$ cat src/rtl/bn_stat_sequencer.sv
// bn_stat_sequencer: per-channel BN statistics sequencer.
// Takes one mini-batch of signed activations over a valid/ready stream and
// keeps the running sum, min and max. It then writes range (max-min), mean,
// gamma and beta to the parameter bank, one strobe per cycle in that order,
// and finally pulses done.
//
// Optional feature: define BN_ABORT_EN to add the abort input and the
// aborted output. Without the macro those ports do not exist.
//
// Handshake: a sample transfers on a rising edge where x_valid && x_ready.
// x_ready is high only in ACCUM. The producer may hold x_valid low for any
// number of cycles. The bank write strobes are single-cycle, there is no
// ready on that side, and each data output is already stable in the cycle
// its strobe is high.
module bn_stat_sequencer #(
  parameter int DATA_WIDTH = 16,
  parameter int MINI_BATCH = 64,
  parameter int ADDR_WIDTH = $clog2(MINI_BATCH)
) (
  input  logic                  clk,
  input  logic                  rst_n,
  input  logic                  start,
  input  logic [DATA_WIDTH-1:0] gamma_cfg,
  input  logic [DATA_WIDTH-1:0] beta_cfg,
  input  logic                  x_valid,
  input  logic [DATA_WIDTH-1:0] x_data,
`ifdef BN_ABORT_EN
  input  logic                  abort,
  output logic                  aborted,
`endif
  output logic                  x_ready,
  output logic                  busy,
  output logic                  done,
  output logic [ADDR_WIDTH:0]   sample_cnt,
  output logic [DATA_WIDTH-1:0] stan_dev_o,
  output logic [DATA_WIDTH-1:0] avg_o,
  output logic [DATA_WIDTH-1:0] gamma_o,
  output logic [DATA_WIDTH-1:0] beta_o,
  output logic                  valid_stan_dev,
  output logic                  valid_avg,
  output logic                  valid_gamma,
  output logic                  valid_beta
);

  localparam int SUM_W = DATA_WIDTH + ADDR_WIDTH;

  typedef logic [ADDR_WIDTH:0] cnt_t;
  localparam cnt_t LAST_CNT = cnt_t'(MINI_BATCH - 1);

  localparam logic signed [DATA_WIDTH-1:0] MAX_POS = {1'b0, {(DATA_WIDTH-1){1'b1}}};
  localparam logic signed [DATA_WIDTH-1:0] MAX_NEG = {1'b1, {(DATA_WIDTH-1){1'b0}}};

  typedef enum logic [2:0] {
    S_IDLE     = 3'd0,
    S_ACCUM    = 3'd1,
    S_WR_SD    = 3'd2,
    S_WR_AVG   = 3'd3,
    S_WR_GAMMA = 3'd4,
    S_WR_BETA  = 3'd5,
    S_DONE     = 3'd6
  } state_e;

  state_e                        state_q, state_d;
  logic signed [SUM_W-1:0]       sum_q, sum_d;
  logic signed [DATA_WIDTH-1:0]  min_q, min_d;
  logic signed [DATA_WIDTH-1:0]  max_q, max_d;
  cnt_t                          cnt_q, cnt_d;
  logic [DATA_WIDTH-1:0]         gamma_lat_q, gamma_lat_d;
  logic [DATA_WIDTH-1:0]         beta_lat_q, beta_lat_d;
  logic [DATA_WIDTH-1:0]         sd_q, sd_d;
  logic [DATA_WIDTH-1:0]         avg_q, avg_d;
  logic [DATA_WIDTH-1:0]         gout_q, gout_d;
  logic [DATA_WIDTH-1:0]         bout_q, bout_d;
  logic [DATA_WIDTH:0]           diff;
  logic signed [DATA_WIDTH-1:0]  x_s;
  logic signed [SUM_W-1:0]       x_sext;
  logic                          abort_hit;
  logic                          accept;

  assign x_s    = $signed(x_data);
  assign x_sext = {{ADDR_WIDTH{x_data[DATA_WIDTH-1]}}, x_data};

`ifdef BN_ABORT_EN
  logic aborted_q, aborted_d;

  // Abort only matters while a batch is in flight. In IDLE and DONE it is ignored.
  assign abort_hit = abort && (state_q != S_IDLE) && (state_q != S_DONE);
  assign aborted_d = abort_hit;
  assign aborted   = aborted_q;

  // Register the aborted pulse so that it appears in the first cycle back in IDLE.
  always_ff @(posedge clk or negedge rst_n) begin
    if (!rst_n) aborted_q <= 1'b0;
    else        aborted_q <= aborted_d;
  end
`else
  assign abort_hit = 1'b0;
`endif

  // A sample is taken only in ACCUM. An abort in the same cycle wins and the sample is dropped.
  assign accept = (state_q == S_ACCUM) && x_valid && !abort_hit;

  // Next-state and datapath updates. Each bank output register is loaded on
  // the edge that enters its write state, so it is stable while its strobe is high.
  always_comb begin
    state_d     = state_q;
    sum_d       = sum_q;
    min_d       = min_q;
    max_d       = max_q;
    cnt_d       = cnt_q;
    gamma_lat_d = gamma_lat_q;
    beta_lat_d  = beta_lat_q;
    sd_d        = sd_q;
    avg_d       = avg_q;
    gout_d      = gout_q;
    bout_d      = bout_q;
    diff        = '0;

    case (state_q)
      S_IDLE: begin
        if (start) begin
          gamma_lat_d = gamma_cfg;
          beta_lat_d  = beta_cfg;
          sum_d       = '0;
          cnt_d       = '0;
          min_d       = MAX_POS;
          max_d       = MAX_NEG;
          state_d     = S_ACCUM;
        end
      end

      S_ACCUM: begin
        if (abort_hit) begin
          state_d = S_IDLE;
        end else if (accept) begin
          sum_d = sum_q + x_sext;
          min_d = (x_s < min_q) ? x_s : min_q;
          max_d = (x_s > max_q) ? x_s : max_q;
          cnt_d = cnt_q + 1'b1;
          if (cnt_q == LAST_CNT) begin
            // The range uses min/max after this last sample has been applied.
            // The difference is computed one bit wider. Bit DATA_WIDTH set
            // would mean it does not fit in DATA_WIDTH bits, so clamp to all-ones.
            diff    = {max_d[DATA_WIDTH-1], max_d} - {min_d[DATA_WIDTH-1], min_d};
            sd_d    = diff[DATA_WIDTH] ? '1 : diff[DATA_WIDTH-1:0];
            state_d = S_WR_SD;
          end
        end
      end

      S_WR_SD: begin
        if (abort_hit) begin
          state_d = S_IDLE;
        end else begin
          // Arithmetic shift right by ADDR_WIDTH is the same as taking the top DATA_WIDTH bits (floor).
          avg_d   = sum_q[SUM_W-1:ADDR_WIDTH];
          state_d = S_WR_AVG;
        end
      end

      S_WR_AVG: begin
        if (abort_hit) begin
          state_d = S_IDLE;
        end else begin
          gout_d  = gamma_lat_q;
          state_d = S_WR_GAMMA;
        end
      end

      S_WR_GAMMA: begin
        if (abort_hit) begin
          state_d = S_IDLE;
        end else begin
          bout_d  = beta_lat_q;
          state_d = S_WR_BETA;
        end
      end

      S_WR_BETA: begin
        if (abort_hit) state_d = S_IDLE;
        else           state_d = S_DONE;
      end

      S_DONE: begin
        state_d = S_IDLE;
      end

      default: begin
        state_d = S_IDLE;
      end
    endcase
  end

  // State, accumulators and output registers. An async reset drops any batch in progress.
  always_ff @(posedge clk or negedge rst_n) begin
    if (!rst_n) begin
      state_q     <= S_IDLE;
      sum_q       <= '0;
      min_q       <= '0;
      max_q       <= '0;
      cnt_q       <= '0;
      gamma_lat_q <= '0;
      beta_lat_q  <= '0;
      sd_q        <= '0;
      avg_q       <= '0;
      gout_q      <= '0;
      bout_q      <= '0;
    end else begin
      state_q     <= state_d;
      sum_q       <= sum_d;
      min_q       <= min_d;
      max_q       <= max_d;
      cnt_q       <= cnt_d;
      gamma_lat_q <= gamma_lat_d;
      beta_lat_q  <= beta_lat_d;
      sd_q        <= sd_d;
      avg_q       <= avg_d;
      gout_q      <= gout_d;
      bout_q      <= bout_d;
    end
  end

  // Strobes and status are decoded from the registered state, so at most one strobe is high at a time.
  assign x_ready        = (state_q == S_ACCUM);
  assign busy           = (state_q != S_IDLE);
  assign done           = (state_q == S_DONE);
  assign valid_stan_dev = (state_q == S_WR_SD);
  assign valid_avg      = (state_q == S_WR_AVG);
  assign valid_gamma    = (state_q == S_WR_GAMMA);
  assign valid_beta     = (state_q == S_WR_BETA);

  assign sample_cnt = cnt_q;
  assign stan_dev_o = sd_q;
  assign avg_o      = avg_q;
  assign gamma_o    = gout_q;
  assign beta_o     = bout_q;

endmodule

$ cat config.mk
export PLATFORM = sky130hd
export DESIGN_NAME = bn_stat_sequencer
export DESIGN_NICKNAME = d
export VERILOG_FILES = /design/src/rtl/bn_stat_sequencer.sv
export SDC_FILE = /design/constraint.sdc
export NUM_CORES = 1
export LEC_CHECK = 0
export CAP_MARGIN = 20
export CORE_ASPECT_RATIO = 0.7
export CORE_UTILIZATION = 45
export CTS_CLUSTER_SIZE = 20
export DETAILED_ROUTE_END_ITERATION = 8
export GPL_TIMING_DRIVEN = 1
export HOLD_SLACK_MARGIN = 0.1
export PLACE_DENSITY = 0.68
export SYNTH_ARGS = -nofsm -noshare
export SYNTH_HDL_FRONTEND = slang
export SYNTH_SLANG_ARGS = --single-unit
$ cat constraint.sdc
create_clock -name clk -period 8.2 [get_ports clk]
set_clock_uncertainty 0.05 [all_clocks]
set_input_delay 2.46 -clock clk [delete_from_list [all_inputs] [get_ports clk]]
set_output_delay 2.46 -clock clk [all_outputs]
set_load 0.02 [all_outputs]
==> impl_metrics.env <==
export IMPL_outcome="completed"
export IMPL_grt_pass1_vias=6554
export IMPL_vias_per_cell=5.46
export IMPL_hp_start="gamma_lat_q[12]$_DFFE_PN0P_"
export IMPL_ys_flop_type="dfrtp_1"
export IMPL_crit_path_start_kind="primary input"
export IMPL_finalSetupViolCount=0
export IMPL_final_nets=1093
export IMPL_core_area_sq_um=19000
export IMPL_r2r_start="min_q[7]$_DFFE_PN0P_"
export IMPL_end_kind="flip-flop"
export IMPL_postCtsSetupBuffers=0
export IMPL_maxSlewHeadroom_pct=35.4
export IMPL_fill_cells=1690
export IMPL_ys_ff_latch=160
export IMPL_grt_use_total_pct=22.5
export IMPL_setup_tns_ps=0
export IMPL_ff2ff_path_depth=18
export IMPL_drv_slew=0
export IMPL_drive_above_1_share_pct=12.2
export IMPL_grt_max_degree=84
export IMPL_vdd_ir_drop_worst_uv=130
export IMPL_hold_depth=2
export IMPL_portBuffers=129
export IMPL_cp_max_fo=14
export IMPL_async_flop_share_pct=100
export IMPL_place_detailed_hpwl_mm=15.2
export IMPL_post_route_period_util_pct=83.3
export IMPL_gr_total_overflow=0
export IMPL_cts_max_level=4
export IMPL_period_minus_slack_ps=6830
export IMPL_fmax_mhz=146
export IMPL_path_clk_slew_ps=70
export IMPL_initial_core_util_pct=46.2
export IMPL_worstHoldEndpoint="gamma_o[12]$_DFFE_PN0P_"
export IMPL_clock_latency_ps=430
export IMPL_fp_dieH_microns=119
export IMPL_rrSetupSlack_ps=3690
export IMPL_die_w_microns=169
export IMPL_hold_viol=0
export IMPL_final_core_util_pct=57.6
export IMPL_antenna_cells=0
export IMPL_ctsResizeCount=0
export IMPL_antenna_left=0
export IMPL_cp_arrival_ps=7140
export IMPL_ys_types=59
export IMPL_ios=130
export IMPL_synth_seq_area_share_pct=45.5
export IMPL_postCtsHoldBufs=0
export IMPL_cts_tree="built"
export IMPL_placed_area_sq_um=10300
export IMPL_multi_input_area_sq_um=4480
export IMPL_clock_sinks=160
export IMPL_cts_buffers=17
export IMPL_drc=0
export IMPL_final_cell_area_sq_um=11000
export IMPL_clockRootBuffer="clkbuf_16"
export IMPL_r2r_end="stan_dev_o[15]$_DFFE_PN0P_"
export IMPL_drtIter0Drc=567
export IMPL_yosys_area_top_type="dfrtp_1"
export IMPL_clock_path_buffers=2
export IMPL_required_ps=8510
export IMPL_p_leak_nw=5.15
export IMPL_ys_top_cells_by_area="dfrtp_1 46%, ha_1 9.8%, mux2_2 8.1%"
export IMPL_die_area_sq_um=20100
export IMPL_synth_edf_count=0
export IMPL_maxCapViolCount=0
export IMPL_avgSynthCellArea_sq_um=10.4
export IMPL_firstDrtPassIters=5
export IMPL_hold_class="reg -> reg"
export IMPL_area_growth_syn_to_layout_pct=24.6
export IMPL_route_vias_total=6804
export IMPL_rsz0062_at_grt="no"
export IMPL_antenna_found_initial=0
export IMPL_worstMarginPinSlew_ps=970
export IMPL_wl_per_cell_microns=17.0
export IMPL_synth_cells=843
export IMPL_synth_area_sq_um=8800
export IMPL_syn_nets=966
export IMPL_ff_latch_area_sq_um=4000
export IMPL_critical_path_class="in -> reg"
export IMPL_synth_top_area_share_pct=45.5
export IMPL_rows=42
export IMPL_finalWirelength_mm=21.2
export IMPL_synth_warning_count=0
export IMPL_total_power_mw=3.36
export IMPL_place_congestion=0.912
export IMPL_grt_pass1_wl_mm=35.4
export IMPL_powerDensity_nw_per_um2=307
## flip-flops by register name, indices dropped and copies added, names as in the netlist
| register | count |
|---|---|
| state_q | 3 |
| gamma_o | 16 |
| stan_dev_o | 16 |
| min_q | 16 |
| avg_o | 16 |
| sum_q | 22 |
| gamma_lat_q | 16 |
| max_q | 16 |
| sample_cnt | 7 |
| beta_o | 16 |
| beta_lat_q | 16 |
## worst max-delay path by stage
stage / slack [ps] / to / depth (start not counted) / from
after global placement: 1050 / stan_dev_o[15]$_DFFE_PN0P_ / 19 / x_data[1]
after detailed placement: 1010 / stan_dev_o[15]$_DFFE_PN0P_ / 19 / x_data[1]
after CTS: 1430 / stan_dev_o[15]$_DFFE_PN0P_ / 19 / x_data[1]
final: 1370 / stan_dev_o[15]$_DFFE_PN0P_ / 19 / x_data[1]
after floorplan: 2000 / stan_dev_o[9]$_DFFE_PN0P_ / 22 / x_data[7]
after global routing: 970 / stan_dev_o[15]$_DFFE_PN0P_ / 19 / x_data[1]
## report_power, final
group	switching (mW)	internal, mW	total [mW]
sequential	0.108	0.935	1.04
combinational	0.870	0.667	1.54
clock	0.376	0.409	0.785
## synth_stat cells (7+ instances only)
| cell type | n |
|---|---|
| inv_1 | 43 |
| mux2_2 | 63 |
| a21o_1 | 15 |
| xor2_1 | 20 |
| a31oi_1 | 8 |
| nor2_1 | 36 |
| o22a_1 | 17 |
| buf_2 | 14 |
| dfrtp_1 | 160 |
| o21ai_0 | 57 |
| clkbuf_1 | 15 |
| nand3_1 | 17 |
| mux2i_1 | 17 |
| xnor2_1 | 15 |
| nor3_1 | 10 |
| nand4_1 | 7 |
| a21oi_1 | 44 |
| ha_1 | 69 |
| nand2_1 | 98 |
| a22o_1 | 21 |
| nand2b_1 | 9 |
## per-layer routing
metal  global-route usage, %  vias up  wire, microns
li1                        -     3278              -
met1                    35.0     3319          11100
met2                    31.7      187           8720
met3                    5.12       20           1170
met4                    4.56        0            222
met5                       0        -              0
## critical path, stage by stage
cell and delay, ps:
clkdlybuf4s50_1 700, ha_1 310, nor2b_1 140, o21a_1 170
o21a_1 190, o21ai_1 160, a21oi_1 120, a211oi_4 410
mux2i_1 240, ha_1 190, inv_1 50, fa_1 400
a21o_1 210, a211oi_1 250, nor2_1 130, o211ai_1 230
o21ai_0 140, and3_1 400, o21ai_0 230
## cell type report
class,count,area share (%)
Clock inverter,15,1.48
Clock buffer,17,3.88
Inverter,44,1.51
Sequential cell,160,36.5
Timing Repair Buffer,141,12.8
Multi-Input combinational cell,606,40.8
Tap cell,264,3.01
## metrics by stage
stage | hold WS, ps | setup WS [ps] | cells
final | 410 | 1370 | 1247
after global routing | 432 | 971 | 1247
after CTS | 408 | 1430 | 1246
after detailed placement | 399 | 1010 | 1214
after global placement | 392 | 1050 | 1214
after floorplan | 385 | 2000 | 843
## cells by family (layout without fill, tap and decap cells)
logic type | count (synthesis) | count (layout) | share of synthesized area [%]
XOR/XNOR | 35 | 35 | 3.48
flip-flops | 160 | 160 | 45.5
AND/OR/NAND/NOR | 214 | 214 | 11.4
adder cells (fa/ha/maj) | 71 | 71 | 10.3
AO/OA/AOI/OAI | 205 | 205 | 15.5
buffers and inverters | 77 | 217 | 3.74
multiplexers | 81 | 81 | 10.1
## cells in the final DEF (no fill, tap or decap), types with 5 or more instances in the layout
cell type          n
a211oi_1           6
and2_1             6
inv_6              5
xnor2_1           15
nand2_1           98
mux2_2            63
clkdlybuf4s50_1  128
o21ai_0           57
dfrtp_1          160
mux2i_1           17
nor3_1             9
nand3_1           17
a31oi_1            7
o22a_1            17
o21a_1             6
clkbuf_16         17
nand4_1            7
a22o_1            21
o211ai_1           5
a21o_1            15
nor2_1            36
and3_1             6
a21oi_1           44
nand2b_1           9
ha_1              69
xor2_1            20
buf_4             11
inv_1             43
Note: power is estimated with default switching activity, not from simulation.
